$ cat src/rtl/byteswap_counter_pkg.sv
// Shared types and helpers for the byteswap multi-channel counter bank.
// Optional sticky boundary flags are enabled with BYTESWAP_COUNTER_STICKY_EN.
package byteswap_counter_pkg;

  typedef enum logic {
    WRAP = 1'b0,
    SAT  = 1'b1
  } mode_e;

  localparam int C_MAX_WIDTH = 32;
  localparam int C_BUS_MAX   = 16 * C_MAX_WIDTH;

  function automatic logic [C_MAX_WIDTH-1:0] f_zero_of(input int width);
    f_zero_of = '0;
    if (width < 0) f_zero_of = '0;
  endfunction

  function automatic logic [C_MAX_WIDTH-1:0] f_one_of(input int width);
    f_one_of = (width > 0) ? C_MAX_WIDTH'(1) : '0;
  endfunction

  function automatic logic [C_MAX_WIDTH-1:0] f_max_of(input int width);
    logic [C_MAX_WIDTH:0] v;
    v        = (C_MAX_WIDTH+1)'(1) << width;
    f_max_of = C_MAX_WIDTH'(v - (C_MAX_WIDTH+1)'(1));
  endfunction

  // Channel idx of a bus packed as [idx*width +: width]; caller truncates.
  function automatic logic [C_MAX_WIDTH-1:0] f_unpack(input logic [C_BUS_MAX-1:0] bus,
                                                      input int idx, input int width);
    f_unpack = C_MAX_WIDTH'(bus >> (idx * width));
  endfunction

endpackage

$ cat src/rtl/byteswap_multi_counter_if.sv
// Strobe/bus bundle between control logic (master) and the counter bank (slave).
// BYTESWAP_COUNTER_STICKY_EN adds sticky_clr / sticky.
interface byteswap_multi_counter_if #(
  parameter int C_CHANNELS   = 2,
  parameter int C_WIDTH      = 8,
  parameter int C_STEP_WIDTH = 4
);
  // No valid/ready: every strobe is sampled on each rising edge while clken is high,
  // and every output is a registered value valid one cycle after its strobe.
  logic                             clken;
  logic [C_CHANNELS-1:0]            load;
  logic [C_CHANNELS-1:0]            incr;
  logic [C_CHANNELS-1:0]            decr;
  logic [C_CHANNELS*C_WIDTH-1:0]    load_value;
  logic [C_CHANNELS*C_STEP_WIDTH-1:0] step;
  logic [C_CHANNELS*C_WIDTH-1:0]    count;
  logic [C_CHANNELS-1:0]            is_zero;
  logic [C_CHANNELS-1:0]            is_max;
  logic [C_CHANNELS-1:0]            bound_evt;
`ifdef BYTESWAP_COUNTER_STICKY_EN
  logic [C_CHANNELS-1:0]            sticky_clr;
  logic [C_CHANNELS-1:0]            sticky;

  modport master (output clken, load, incr, decr, load_value, step, sticky_clr,
                  input  count, is_zero, is_max, bound_evt, sticky);
  modport slave  (input  clken, load, incr, decr, load_value, step, sticky_clr,
                  output count, is_zero, is_max, bound_evt, sticky);
`else
  modport master (output clken, load, incr, decr, load_value, step,
                  input  count, is_zero, is_max, bound_evt);
  modport slave  (input  clken, load, incr, decr, load_value, step,
                  output count, is_zero, is_max, bound_evt);
`endif
endinterface

$ cat src/rtl/byteswap_counter_chan.sv
// One counter channel: load/incr/decr with step, wrap or saturate, registered flags.
// BYTESWAP_COUNTER_STICKY_EN adds a sticky boundary flag with its own clear.
module byteswap_counter_chan
  import byteswap_counter_pkg::*;
#(
  parameter int                 C_WIDTH      = 8,
  parameter int                 C_STEP_WIDTH = 4,
  parameter int                 C_SATURATE   = 0,
  parameter logic [C_WIDTH-1:0] C_INIT       = '0
) (
  input  logic                    clk,
  input  logic                    rst,
  input  logic                    i_clken,
  input  logic                    i_load,
  input  logic                    i_incr,
  input  logic                    i_decr,
  input  logic [C_WIDTH-1:0]      i_load_value,
  input  logic [C_STEP_WIDTH-1:0] i_step,
`ifdef BYTESWAP_COUNTER_STICKY_EN
  input  logic                    i_sticky_clr,
  output logic                    o_sticky,
`endif
  output logic [C_WIDTH-1:0]      o_count,
  output logic                    o_is_zero,
  output logic                    o_is_max,
  output logic                    o_bound_evt
);

  localparam mode_e                C_MODE     = (C_SATURATE != 0) ? SAT : WRAP;
  localparam logic [C_WIDTH-1:0]   C_ALL_ONES = C_WIDTH'(f_max_of(C_WIDTH));
  localparam logic [C_WIDTH-1:0]   C_ZERO     = C_WIDTH'(f_zero_of(C_WIDTH));

  logic [C_WIDTH-1:0] r_count;
  logic               r_is_zero;
  logic               r_is_max;
  logic               r_bound_evt;

  logic [C_WIDTH:0]   w_step_ext;
  logic [C_WIDTH:0]   w_sum;
  logic [C_WIDTH:0]   w_diff;
  logic [C_WIDTH-1:0] w_next_count;
  logic               w_next_evt;

  // One extra bit catches carry out of the add and borrow out of the subtract.
  assign w_step_ext = (C_WIDTH+1)'(i_step);
  assign w_sum      = {1'b0, r_count} + w_step_ext;
  assign w_diff     = {1'b0, r_count} - w_step_ext;

  always_comb begin
    w_next_count = r_count;
    w_next_evt   = 1'b0;
    if (i_clken) begin
      if (i_load) begin
        w_next_count = i_load_value;
      end else if (i_incr && !i_decr && (i_step != '0)) begin
        w_next_evt   = w_sum[C_WIDTH];
        w_next_count = (C_MODE == SAT && w_sum[C_WIDTH]) ? C_ALL_ONES : w_sum[C_WIDTH-1:0];
      end else if (i_decr && !i_incr && (i_step != '0)) begin
        w_next_evt   = w_diff[C_WIDTH];
        w_next_count = (C_MODE == SAT && w_diff[C_WIDTH]) ? C_ZERO : w_diff[C_WIDTH-1:0];
      end
    end
  end

  // Flags follow the next count, so they are never a cycle behind it.
  always_ff @(posedge clk or posedge rst) begin
    if (rst) begin
      r_count     <= C_INIT;
      r_is_zero   <= (C_INIT == C_ZERO);
      r_is_max    <= (C_INIT == C_ALL_ONES);
      r_bound_evt <= 1'b0;
    end else begin
      r_count     <= w_next_count;
      r_is_zero   <= (w_next_count == C_ZERO);
      r_is_max    <= (w_next_count == C_ALL_ONES);
      r_bound_evt <= w_next_evt;
    end
  end

  assign o_count     = r_count;
  assign o_is_zero   = r_is_zero;
  assign o_is_max    = r_is_max;
  assign o_bound_evt = r_bound_evt;

`ifdef BYTESWAP_COUNTER_STICKY_EN
  logic r_sticky;

  // Set wins over clear; setting is already gated by clken through w_next_evt.
  always_ff @(posedge clk or posedge rst) begin
    if (rst)               r_sticky <= 1'b0;
    else if (w_next_evt)   r_sticky <= 1'b1;
    else if (i_sticky_clr) r_sticky <= 1'b0;
  end

  assign o_sticky = r_sticky;
`endif

endmodule

$ cat src/rtl/byteswap_multi_counter.sv
// Bank of C_CHANNELS independent counters; this level only slices the packed buses.
// BYTESWAP_COUNTER_STICKY_EN enables per-channel sticky boundary flags.
module byteswap_multi_counter
  import byteswap_counter_pkg::*;
#(
  parameter int                 C_CHANNELS   = 2,
  parameter int                 C_WIDTH      = 8,
  parameter int                 C_STEP_WIDTH = 4,
  parameter int                 C_SATURATE   = 0,
  parameter logic [C_WIDTH-1:0] C_INIT       = '0
) (
  input  logic                    clk,
  input  logic                    rst,
  byteswap_multi_counter_if.slave bus
);

  if (C_WIDTH < 2 || C_WIDTH > C_MAX_WIDTH) begin : g_bad_width
    $error("byteswap_multi_counter: C_WIDTH must be 2..32");
  end
  if (C_STEP_WIDTH < 1 || C_STEP_WIDTH > C_WIDTH) begin : g_bad_step
    $error("byteswap_multi_counter: C_STEP_WIDTH must be 1..C_WIDTH");
  end
  if (C_CHANNELS < 1 || C_CHANNELS > 16) begin : g_bad_chan
    $error("byteswap_multi_counter: C_CHANNELS must be 1..16");
  end

  logic [C_WIDTH-1:0] w_count     [C_CHANNELS];
  logic               w_is_zero   [C_CHANNELS];
  logic               w_is_max    [C_CHANNELS];
  logic               w_bound_evt [C_CHANNELS];
`ifdef BYTESWAP_COUNTER_STICKY_EN
  logic               w_sticky    [C_CHANNELS];
`endif

  for (genvar gi = 0; gi < C_CHANNELS; gi++) begin : g_chan
    byteswap_counter_chan #(
      .C_WIDTH      (C_WIDTH),
      .C_STEP_WIDTH (C_STEP_WIDTH),
      .C_SATURATE   (C_SATURATE),
      .C_INIT       (C_INIT)
    ) u_chan (
      .clk          (clk),
      .rst          (rst),
      .i_clken      (bus.clken),
      .i_load       (bus.load[gi]),
      .i_incr       (bus.incr[gi]),
      .i_decr       (bus.decr[gi]),
      .i_load_value (C_WIDTH'(f_unpack(C_BUS_MAX'(bus.load_value), gi, C_WIDTH))),
      .i_step       (C_STEP_WIDTH'(f_unpack(C_BUS_MAX'(bus.step), gi, C_STEP_WIDTH))),
`ifdef BYTESWAP_COUNTER_STICKY_EN
      .i_sticky_clr (bus.sticky_clr[gi]),
      .o_sticky     (w_sticky[gi]),
`endif
      .o_count      (w_count[gi]),
      .o_is_zero    (w_is_zero[gi]),
      .o_is_max     (w_is_max[gi]),
      .o_bound_evt  (w_bound_evt[gi])
    );
  end

  always_comb begin
    bus.count     = '0;
    bus.is_zero   = '0;
    bus.is_max    = '0;
    bus.bound_evt = '0;
`ifdef BYTESWAP_COUNTER_STICKY_EN
    bus.sticky    = '0;
`endif
    for (int i = 0; i < C_CHANNELS; i++) begin
      bus.count[i*C_WIDTH +: C_WIDTH] = w_count[i];
      bus.is_zero[i]                  = w_is_zero[i];
      bus.is_max[i]                   = w_is_max[i];
      bus.bound_evt[i]                = w_bound_evt[i];
`ifdef BYTESWAP_COUNTER_STICKY_EN
      bus.sticky[i]                   = w_sticky[i];
`endif
    end
  end

endmodule

$ cat src/flat_wrapper.sv
// flat-port wrapper written by rule: the top's interface ports become plain ports
module byteswap_multi_counter_flat import byteswap_counter_pkg::*;
#(
  parameter int                 C_CHANNELS   = 2,
  parameter int                 C_WIDTH      = 8,
  parameter int                 C_STEP_WIDTH = 4,
  parameter int                 C_SATURATE   = 0,
  parameter logic [C_WIDTH-1:0] C_INIT       = '0
)
  (clk, rst, bus_clken, bus_load, bus_incr, bus_decr, bus_load_value, bus_step, bus_count, bus_is_zero, bus_is_max, bus_bound_evt);
  byteswap_multi_counter_if #(.C_CHANNELS(C_CHANNELS), .C_WIDTH(C_WIDTH), .C_STEP_WIDTH(C_STEP_WIDTH)) bus_i ();
  input  logic clk;
  input  logic rst;
  input wire logic [$bits(bus_i.clken)-1:0] bus_clken;
  input wire logic [$bits(bus_i.load)-1:0] bus_load;
  input wire logic [$bits(bus_i.incr)-1:0] bus_incr;
  input wire logic [$bits(bus_i.decr)-1:0] bus_decr;
  input wire logic [$bits(bus_i.load_value)-1:0] bus_load_value;
  input wire logic [$bits(bus_i.step)-1:0] bus_step;
  output wire logic [$bits(bus_i.count)-1:0] bus_count;
  output wire logic [$bits(bus_i.is_zero)-1:0] bus_is_zero;
  output wire logic [$bits(bus_i.is_max)-1:0] bus_is_max;
  output wire logic [$bits(bus_i.bound_evt)-1:0] bus_bound_evt;
  assign bus_i.clken = bus_clken;
  assign bus_i.load = bus_load;
  assign bus_i.incr = bus_incr;
  assign bus_i.decr = bus_decr;
  assign bus_i.load_value = bus_load_value;
  assign bus_i.step = bus_step;
  assign bus_count = bus_i.count;
  assign bus_is_zero = bus_i.is_zero;
  assign bus_is_max = bus_i.is_max;
  assign bus_bound_evt = bus_i.bound_evt;
  byteswap_multi_counter #(.C_CHANNELS(C_CHANNELS), .C_WIDTH(C_WIDTH), .C_STEP_WIDTH(C_STEP_WIDTH), .C_SATURATE(C_SATURATE), .C_INIT(C_INIT)) u_core (.clk(clk), .rst(rst), .bus(bus_i));
endmodule
$ cat config.mk
export PLATFORM = sky130hd
export DESIGN_NAME = byteswap_multi_counter_flat
export DESIGN_NICKNAME = d
export VERILOG_FILES = /design/src/rtl/byteswap_counter_pkg.sv /design/src/rtl/byteswap_multi_counter_if.sv /design/src/rtl/byteswap_counter_chan.sv /design/src/rtl/byteswap_multi_counter.sv /design/src/flat_wrapper.sv
export SDC_FILE = /design/constraint.sdc
export NUM_CORES = 1
export LEC_CHECK = 0
export CAP_MARGIN = 30
export CORE_UTILIZATION = 45
export DETAILED_ROUTE_END_ITERATION = 10
export GPL_TIMING_DRIVEN = 0
export PLACE_DENSITY = 0.79
export SYNTH_ARGS = -nofsm -noshare
export SYNTH_HDL_FRONTEND = slang
export SYNTH_SLANG_ARGS = --single-unit
$ cat constraint.sdc
create_clock -name clk -period 7.05 [get_ports clk]
set_clock_uncertainty 0.1 [all_clocks]
set_input_delay 0.705 -clock clk [delete_from_list [all_inputs] [get_ports clk]]
set_output_delay 0.705 -clock clk [all_outputs]
set_load 0.1 [all_outputs]
Word level (Yosys, flattened, before mapping)
Index checks and enable logic that the tools add are counted.
- add/sub/neg operators: 4
- equal/unequal tests: 2
- muxes and demuxes: 16
- reductions and logical operators: 16
- operator list (operator ; number):
    2-to-1 mux 8 bit ; 8
    adder 8 x 4 -> 9 bit ; 2
    subtractor 8 x 4 -> 9 bit ; 2
    == test 8 bit, second input constant ; 2
    logical NOT 8 bit ; 2
    logical AND 1 bit ; 8
    2-to-1 mux 1 bit ; 8
    nonzero test 4 bit ; 2
    logical NOT 1 bit ; 4
- flip-flop bits (word level): 22
- word-level logic and storage cells: 46

Longest topological paths before layout
Gate-level depths: netlist of run 1.
- depth after elaboration: 8
- depth in mapped cells: 11

By module
A second synthesis of run 1 with hierarchy kept.
- cell total of the unflattened synthesis: 244
- area total of the unflattened synthesis: 2134.5 µm²
- modules (own cells, without submodules) (module ; times used ; cells each ; area each (µm²) ; seq. area each (µm²)):
    byteswap_counter_chan ; 2 ; 122 ; 1067.3 ; 276.5

Least setup slack after synthesis of run 1
OpenSTA, ideal clock, no wires.
- path kind: flip-flop to flip-flop
- from: reg u_core.g_chan[0].u_chan.r_count[0]
- to: reg u_core.g_chan[0].u_chan.r_is_max
- setup time: 67 ps
- arrival time: 2822 ps
- data required time: 6883 ps
- setup slack: 4061 ps
- stages on the path, launching flop included: 10
- path buffers: 0
- period minus slack after synthesis: 2989 ps
- cell sequence: dfrtp_1 -> ha_1 -> fa_1 -> nor2b_1 -> o22ai_1 -> nor3b_1 -> or4b_1 -> o311ai_1 -> and3_1 -> and3_1
- cells in the longest elaborated chain, start to end: 6
- elaborated cells between the ends (all ways): 7
- those cells by class: add/sub (2); eq/ne (1); mux (4)
- ends and longest elaborated chain (element ; line ; RTL):
    start: declaration ; byteswap_counter_chan.sv:33 ; logic [C_WIDTH-1:0] r_count;
    start signal: assignment ; byteswap_counter_chan.sv:73 ; r_count <= w_next_count;
    subtractor 8 x 4 -> 9 bit ; byteswap_counter_chan.sv:47 ; assign w_diff = {1'b0, r_count} - w_step_ext;
    2-to-1 mux 8 bit ; byteswap_counter_chan.sv:58 ; end else if (i_decr && !i_incr && (i_step != '0)) begin
    2-to-1 mux 8 bit * ; byteswap_counter_chan.sv:55 ; end else if (i_incr && !i_decr && (i_step != '0)) begin
    2-to-1 mux 8 bit * ; byteswap_counter_chan.sv:53 ; if (i_load) begin
    2-to-1 mux 8 bit * ; byteswap_counter_chan.sv:52 ; if (i_clken) begin
    via u_core.g_chan[0].u_chan.w_next_count[6] ; byteswap_counter_chan.sv:41 ; logic [C_WIDTH-1:0] w_next_count;
    == test 8 bit * ; byteswap_counter_chan.sv:75 ; r_is_max <= (w_next_count == C_ALL_ONES);
    end signal: assignment ; byteswap_counter_chan.sv:70 ; r_is_max <= (C_INIT == C_ALL_ONES);
    end signal: assignment ; byteswap_counter_chan.sv:75 ;
    end: declaration ; byteswap_counter_chan.sv:35 ; logic r_is_max;
The timed path passes the listed nets; every way through them passes the cells marked *.

Worst setup path in the final report of run 1
- from: in bus_step[0]
- to: reg u_core.g_chan[0].u_chan.r_is_max
- cells in the longest elaborated chain, start to end: 7
- elaborated cells between the ends (all ways): 10
- those cells by class: add/sub (2); eq/ne (1); mux (4); reduce/logical (3)
- ends and longest elaborated chain (element ; line ; RTL):
    start: declaration ; flat_wrapper.sv:19 ; input wire logic [$bits(bus_i.step)-1:0] bus_step;
    branches (longest 3 deep; another with subtractor 8 x 4 -> 9 bit) ; - ;
    2-to-1 mux 8 bit * ; byteswap_counter_chan.sv:55 ;
    2-to-1 mux 8 bit * ; byteswap_counter_chan.sv:53 ;
    2-to-1 mux 8 bit * ; byteswap_counter_chan.sv:52 ;
    via u_core.g_chan[0].u_chan.w_next_count[6] ; byteswap_counter_chan.sv:41 ;
    == test 8 bit * ; byteswap_counter_chan.sv:75 ;
Mark *: on every way through the listed nets, which the timed path passes.

==> flow_metrics.env, run 1 <==
export IMPL_outcome="finished with violations"
export IMPL_violations="design-rule violations"
export IMPL_grt_pass1_wl_um=9110
export IMPL_fp_dieW_um=70.9
export IMPL_finalCriticalPeriod_ns=3.26
export IMPL_cts_buffers=3
export IMPL_p_leak_nw=1.18
export IMPL_rows=24
export IMPL_cp_max_fo=5
export IMPL_antenna_found_initial=0
export IMPL_syn_instance_count=253
export IMPL_multi_input_area_um2=1410
export IMPL_grt_pass1_vias=1945
export IMPL_clockBufferDepth=2
export IMPL_netlist_area_um2=2130
export IMPL_synth_edf_count=0
export IMPL_clkLatencyLatePin_ns=0.26
export IMPL_yosys_most_used_dff="dfrtp_1"
export IMPL_rsz0062_at_grt="no"
export IMPL_synthXorXnorAreaFrac=0.0246
export IMPL_synth_area_per_cell_um2=8.44
export IMPL_report_final_slew_viol_count=0
export IMPL_ff_latch_area_um2=553
export IMPL_critPathArrivalTime_ns=3.37
export IMPL_dp_hpwl_um=4390
export IMPL_period_share=0.463
export IMPL_synthTopCellsByArea="dfrtp_1 23%, ha_1 11%, a21oi_1 4.9%"
export IMPL_critical_path_class="in2reg"
export IMPL_path_clk_slew_ns=0.08
export IMPL_worstSetupEndpointType="register"
export IMPL_hold_class="reg2reg"
export IMPL_htree_levels=1
export IMPL_cts_hold_buf=0
export IMPL_grt_usage=0.225
export IMPL_synth_top_family_by_area="simple AND/OR/NAND/NOR gates"
export IMPL_antenna_cells=0
export IMPL_gp_congestion=0.900
export IMPL_worst_setup_path_start_kind="input port"
export IMPL_r2r_slack_ns=4.36
export IMPL_setup_viol=0
export IMPL_cts_setup_buffers=0
export IMPL_synth_simple_area_share=0.280
export IMPL_synth_cell_type_count=57
export IMPL_async_flop_share=1.00
export IMPL_synthToLayoutAreaGrowth_pct=31.7
export IMPL_fin_setup_tns_ns=0
export IMPL_ant_nets=0
export IMPL_yosysTopAreaCellShare=0.234
export IMPL_portBuffers=54
export IMPL_first_pass_iters=9
export IMPL_power_density_nw_per_um2=243
export IMPL_vias=2114
export IMPL_synth_fa_ha_area_frac=0.143
export IMPL_drive_gt1_frac=0.0836
export IMPL_wl_per_cell_um=15.1
export IMPL_max_freq_mhz=306
export IMPL_dieArea_um2=5020
export IMPL_cts_sinks=22
export IMPL_hold_viol_final=0
export IMPL_worst_slew_pin_slew_ns=0.974
export IMPL_synth_compound_area_frac=0.205
export IMPL_cts_tree="done"
export IMPL_grt_ovfl_total=0
export IMPL_fp_dieH_um=70.9
export IMPL_wirelength_um=5490
export IMPL_drv_cap=0
export IMPL_synth_mux_area_frac=0.00938
export IMPL_nets=367
export IMPL_nFillCells=390
export IMPL_synth_seq_cells=22
export IMPL_cp_data_required_time_ns=7.15
export IMPL_ys_warn_count=0
export IMPL_p_total_uw=683
export IMPL_ys_top_cells_by_count="25 x inv_1, 25 x nor2_1, 21 x a21oi_1"
export IMPL_cts_resized=0
export IMPL_start_util=0.480
export IMPL_drcViolationCount=4
export IMPL_synth_largest_area_cell="dfrtp_1"
export IMPL_pin_count=55
export IMPL_clockRootBuffer="clkbuf_8"
export IMPL_seq_area_frac_synth=0.259
export IMPL_slew_headroom=0.349
export IMPL_via_per_inst=5.82
export IMPL_peakVddDrop_uv=163
export IMPL_coreArea_um2=4440
export IMPL_syn_nets=308
export IMPL_grt_max_degree=23
export IMPL_dr_first_iter_drc_count=161
[worst paths after layout]
| check | depth (start not counted) | endpoint | startpoint |
|---|---|---|---|
| max in group asynchronous | 2 | u_core.g_chan[0].u_chan.o_count[0] | rst |
| min in group asynchronous | 2 | u_core.g_chan[1].u_chan.o_bound_evt | rst |
| worst max-delay path | 10 | u_core.g_chan[0].u_chan.o_is_max | bus_step[0] |
| worst min register to register | 2 | u_core.g_chan[0].u_chan.o_count[2] | u_core.g_chan[0].u_chan.o_count[2] |
| worst min-delay path | 2 | u_core.g_chan[0].u_chan.o_count[2] | u_core.g_chan[0].u_chan.o_count[2] |
| worst max register to register | 9 | u_core.g_chan[0].u_chan.o_is_max | u_core.g_chan[0].u_chan.o_count[0] |
[cell type report]
type | count | share of cell area
clock inverter | 1 | 0.0107
inverter | 26 | 0.0347
clock buffer | 3 | 0.0147
multi-input combinational | 194 | 0.502
tap | 52 | 0.0231
buffer | 11 | 0.0254
sequential | 22 | 0.197
timing repair buffer | 54 | 0.192
[layer usage]
| metal | vias up | GRT usage | wire length (um) | part of all wire |
|---|---|---|---|---|
| li1 | 1024 | - | - | - |
| met5 | - | 0 | 0 | 0 |
| met2 | 80 | 0.361 | 2530 | 0.46 |
| met3 | 2 | 0.0399 | 383 | 0.070 |
| met1 | 1008 | 0.330 | 2570 | 0.47 |
| met4 | 0 | 0.0200 | 11 | 0.0020 |
[cell families (layout without fill, tap and decap cells)]
| kind of cell | after synthesis | in the layout |
|---|---|---|
| mux | 2 | 2 |
| buf+inv | 37 | 95 |
| fa+ha+maj | 22 | 22 |
| compound gates | 65 | 65 |
| xor+xnor | 6 | 6 |
| flops | 22 | 22 |
| simple gates | 99 | 99 |
[through the flow]
| step | worst slack, ns | std cells | util | hold WS, ns | area [um2] |
|---|---|---|---|---|---|
| final | 3.79 | 363 | 0.633 | 0.568 | 2810 |
| after global routing | 3.57 | 363 | 0.633 | 0.619 | 2810 |
| after CTS | 3.82 | 363 | 0.633 | 0.562 | 2810 |
| after detailed placement | 3.55 | 359 | 0.617 | 0.539 | 2740 |
| after global placement | 3.59 | 359 | 0.617 | 0.522 | 2740 |
| after floorplan | 4.06 | 253 | - | 0.593 | 2130 |
[worst max-delay path, cell delays in order]
cell             delay, ns
clkdlybuf4s50_1       0.52
ha_1                  0.29
fa_1                  0.39
nor2b_1               0.16
o22ai_1               0.21
nor3b_1               0.13
or4b_1                0.48
o311ai_1              0.13
and3_1                0.20
and3_1                0.14
[power breakdown]
part / switching, mW / internal [mW]
clock network: 0.0391 / 0.0757
registers: 0.0331 / 0.145
logic: 0.263 / 0.128
total: 0.335 / 0.348
[flip-flops by register name (all words and copies together) (netlist names)]
name / count
u_core.g_chan.u_chan.o_is_max: 2
u_core.g_chan.u_chan.o_is_zero: 2
u_core.g_chan.u_chan.o_bound_evt: 2
u_core.g_chan.u_chan.o_count: 16
[placed cells by master (no fill, tap or decap), drive strengths merged, types with 2 or more instances in the layout]
cell	synthesis	layout
or4b	3	3
o311ai	4	4
nand3	6	6
dfstp	2	2
o21ai	8	8
a21oi	21	21
inv	25	25
a31oi	2	2
or3	2	2
dfrtp	20	20
xnor2	4	4
clkbuf	4	7
nor4b	2	2
o32ai	2	2
o221ai	3	3
nand2	12	12
nand2b	8	8
or4	3	3
clkdlybuf4s50	0	54
a221oi	3	3
nand4	2	2
nor3b	3	3
a22oi	2	2
nor2	26	26
nand3b	2	2
ha	18	18
nor4	4	4
nor3	5	5
and2	2	2
o21a	2	2
o211ai	2	2
o22ai	7	7
xor2	2	2
nor2b	11	11
fa	4	4
buf	7	7
and3	6	6
mux2i	2	2
Note: power is estimated with default switching activity, not from simulation.
==> run 2, diff against run 1 <==
--- a/config.mk
+++ b/config.mk
@@ -9,7 +9,7 @@
 export CORE_UTILIZATION = 45
 export DETAILED_ROUTE_END_ITERATION = 10
 export GPL_TIMING_DRIVEN = 0
-export PLACE_DENSITY = 0.79
+export PLACE_DENSITY = 0.81
 export SYNTH_ARGS = -nofsm -noshare
 export SYNTH_HDL_FRONTEND = slang
 export SYNTH_SLANG_ARGS = --single-unit
==> constraint.sdc (replaced) <==
create_clock -name clk -period 3 [get_ports clk]
set_clock_uncertainty 0.1 [all_clocks]
set_input_delay 0.3 -clock clk [delete_from_list [all_inputs] [get_ports clk]]
set_output_delay 0.3 -clock clk [all_outputs]
set_load 0.1 [all_outputs]
==> run 2 against run 1 <==
  * The flow still finishes with violations (design-rule violations)
  * Sequential share of layout area about the same
  * Highest routed layer unchanged
  * First-iteration DRC count up 1.9%
  * Final cell count down 0.28%
  * Clock power increased by 60%
  * Utilization down 0.11 points
  * Largest power group unchanged
  * Clock-buffer cell count did not move
==> flow_metrics.env, run 2 (synthesis results as in run 1) <==
export IMPL_crit_buf_inv=1
export IMPL_max_freq_mhz=357
export IMPL_first_pass_iters=9
export IMPL_worst_path_stages=10
export IMPL_grt_usage=0.221
export IMPL_top_usage_layer="met2"
export IMPL_dieArea_um2=5020
export IMPL_hold_class="in2async"
export IMPL_via_per_inst=5.82
export IMPL_dpl_cell_area_um2=2740
export IMPL_worst_slew_pin_slew_ns=0.969
export IMPL_setup_viol=0
export IMPL_clockBufferDepth=2
export IMPL_drv_cap=0
export IMPL_cts_buffers=3
export IMPL_cts_hold_buf=0
export IMPL_antenna_cells=0
export IMPL_grt_pass1_vias=1944
export IMPL_hold_viol_final=0
export IMPL_peakVddDrop_uv=348
export IMPL_wirelength_um=5380
export IMPL_fp_dieW_um=70.9
export IMPL_crit_slowest_cell="clkdlybuf4s50_1"
export IMPL_netSwitchingFraction=0.519
export IMPL_worst_r2r_path_depth=11
export IMPL_cp_cell_sequence="clkdlybuf4s50_1 > ha_1 > fa_1 > nor2b_1 > o22ai_2 > nor3b_2 > or4b_1 > o311ai_1 > and3_1 > and3_1"
export IMPL_outcome="finished with violations"
export IMPL_rr_startpoint="u_core.g_chan[1].u_chan.o_count[0]"
export IMPL_violations="design-rule violations"
export IMPL_coreArea_um2=4440
export IMPL_power_switching_uw=791
export IMPL_r2r_end="u_core.g_chan[1].u_chan.o_is_zero"
export IMPL_antenna_found_initial=0
export IMPL_synthToLayoutAreaGrowth_pct=31.5
export IMPL_cp_data_required_time_ns=3.10
export IMPL_wl_per_cell_um=14.9
export IMPL_ant_nets=0
export IMPL_dp_slack_ns=-0.0883
export IMPL_slew_headroom=0.352
export IMPL_period_share=0.933
export IMPL_start_util=0.480
export IMPL_r2r_slack_ns=0.31
export IMPL_cpMostUsedCell="and3_1"
export IMPL_grt_ovfl_total=0
export IMPL_dp_hpwl_um=4300
export IMPL_critPathArrivalTime_ns=2.90
export IMPL_pwr_share_comb=0.607
export IMPL_rsz0062_at_grt="no"
export IMPL_cts_sinks=22
export IMPL_fin_ws_ns=0.200
export IMPL_final_common_cell="clkdlybuf4s50_1"
export IMPL_dr_first_iter_drc_count=164
export IMPL_cp_max_fo=5
export IMPL_rows=24
export IMPL_whs_ns=0.392
export IMPL_clockRootBuffer="clkbuf_8"
export IMPL_report_final_slew_viol_count=0
export IMPL_finalCriticalPeriod_ns=2.80
export IMPL_cp_top_family="simple AND/OR/NAND/NOR gates"
export IMPL_critPathMaxStageDelay_ns=0.52
export IMPL_use_met1=0.333
export IMPL_p_leak_nw=1.17
export IMPL_seq_power_share=0.273
export IMPL_grt_util_met2=0.346
export IMPL_met3_usage=0.0285
export IMPL_critical_path_class="in2reg"
export IMPL_fin_setup_tns_ns=0
export IMPL_clkPwrFrac=0.120
export IMPL_worstSetupEndpointType="register"
export IMPL_largest_register_ffs=16
export IMPL_vias=2108
export IMPL_p_int_uw=734
export IMPL_fp_dieH_um=70.9
export IMPL_cts_tree="done"
export IMPL_power_density_nw_per_um2=543
export IMPL_grt_max_degree=23
export IMPL_clkLatencyLatePin_ns=0.26
export IMPL_nets=367
export IMPL_layout_common_cells="54 x clkdlybuf4s50_1, 25 x inv_1, 25 x nor2_1"
export IMPL_worst_setup_path_start_kind="input port"
export IMPL_htree_levels=1
export IMPL_fin_util=0.631
export IMPL_gp_congestion=0.915
export IMPL_grt_pass1_wl_um=9030
export IMPL_drcViolationCount=10
export IMPL_drive_gt1_frac=0.0935
export IMPL_portBuffers=54
export IMPL_pin_count=55
export IMPL_path_clk_slew_ns=0.08
export IMPL_final_cell_area_um2=2810
run 2: cell types whose count changed in the layout (fill, tap and decap cells not counted), sizes merged:
cell,before,now
bufinv,1,0
run 2: layout make-up:
cell class / count / area, um2
multi-input cells: 194 / 1440
inverters: 26 / 97.6
flip-flops and latches: 22 / 553
clock buffers: 3 / 41.3
well taps: 52 / 65.1
plain buffers: 11 / 71.3
repair buffers: 54 / 541
fillers: 371 / 1640
run 2: worst max path at each step:
stage / slack, ns / startpoint / end
floorplan: 0.01 / u_core.g_chan[0].u_chan.o_count[0] / u_core.g_chan[0].u_chan.o_is_max
global placement: -0.05 / bus_step[0] / u_core.g_chan[0].u_chan.o_is_max
detailed placement: -0.09 / bus_step[0] / u_core.g_chan[0].u_chan.o_is_max
CTS: 0.17 / bus_step[0] / u_core.g_chan[0].u_chan.o_is_max
global route: 0.08 / bus_step[0] / u_core.g_chan[0].u_chan.o_is_max
finish: 0.20 / bus_step[0] / u_core.g_chan[0].u_chan.o_is_max
run 2: metal layers:
metal / vias up / share of wire
met1: 1002 / 0.49
met2: 76 / 0.45
met5: - / 0
met3: 4 / 0.054
li1: 1026 / -
met4: 0 / 0.0039
run 2: power by group through the flow:
stage               Clock, mW  Sequential [mW]  Combinational, mW
floorplan                   0            0.719              0.366
global placement            0            0.420              0.893
detailed placement          0            0.422              0.904
CTS                     0.182            0.415              0.908
global route            0.200            0.426              0.985
finish                  0.184            0.416              0.925
run 2: repair_timing:
action | 4_1_cts | 5_1_grt
setup buffers | 0 | 0
endpoints found under the setup margin | 0 | 2
gates resized for setup | 0 | 4
run 2: per-stage QoR:
stage | total power, mW | instances
6_report | 1.52 | 362
3_3_place_gp | 1.31 | 359
5_1_grt | 1.61 | 362
2_1_floorplan | 1.09 | 253
4_1_cts | 1.51 | 362
3_5_place_dp | 1.33 | 359
==> run 3, diff against run 2 <==
--- a/config.mk
+++ b/config.mk
@@ -9,7 +9,7 @@
 export CORE_UTILIZATION = 45
 export DETAILED_ROUTE_END_ITERATION = 10
 export GPL_TIMING_DRIVEN = 0
-export PLACE_DENSITY = 0.81
+export PLACE_DENSITY = 0.79
 export SYNTH_ARGS = -nofsm -noshare
 export SYNTH_HDL_FRONTEND = slang
 export SYNTH_SLANG_ARGS = --single-unit
==> constraint.sdc (replaced) <==
create_clock -name clk -period 3.4 [get_ports clk]
set_clock_uncertainty 0.1 [all_clocks]
set_input_delay 0.34 -clock clk [delete_from_list [all_inputs] [get_ports clk]]
set_output_delay 0.34 -clock clk [all_outputs]
set_load 0.1 [all_outputs]
==> results of run 3 <==
The final DEF is identical to that of run 1. Status: finished with violations: design-rule violations.
Main changes from that run: setup slack after placement 3.55 ns -> 0.268 ns; setup slack after layout 3.79 ns -> 0.501 ns; hold slack 0.568 ns -> 0.438 ns; register-to-register setup slack 4.36 ns -> 0.71 ns; total power 0.683 mW -> 1.42 mW; worst IR drop on VDD 163 uV -> 338 uV
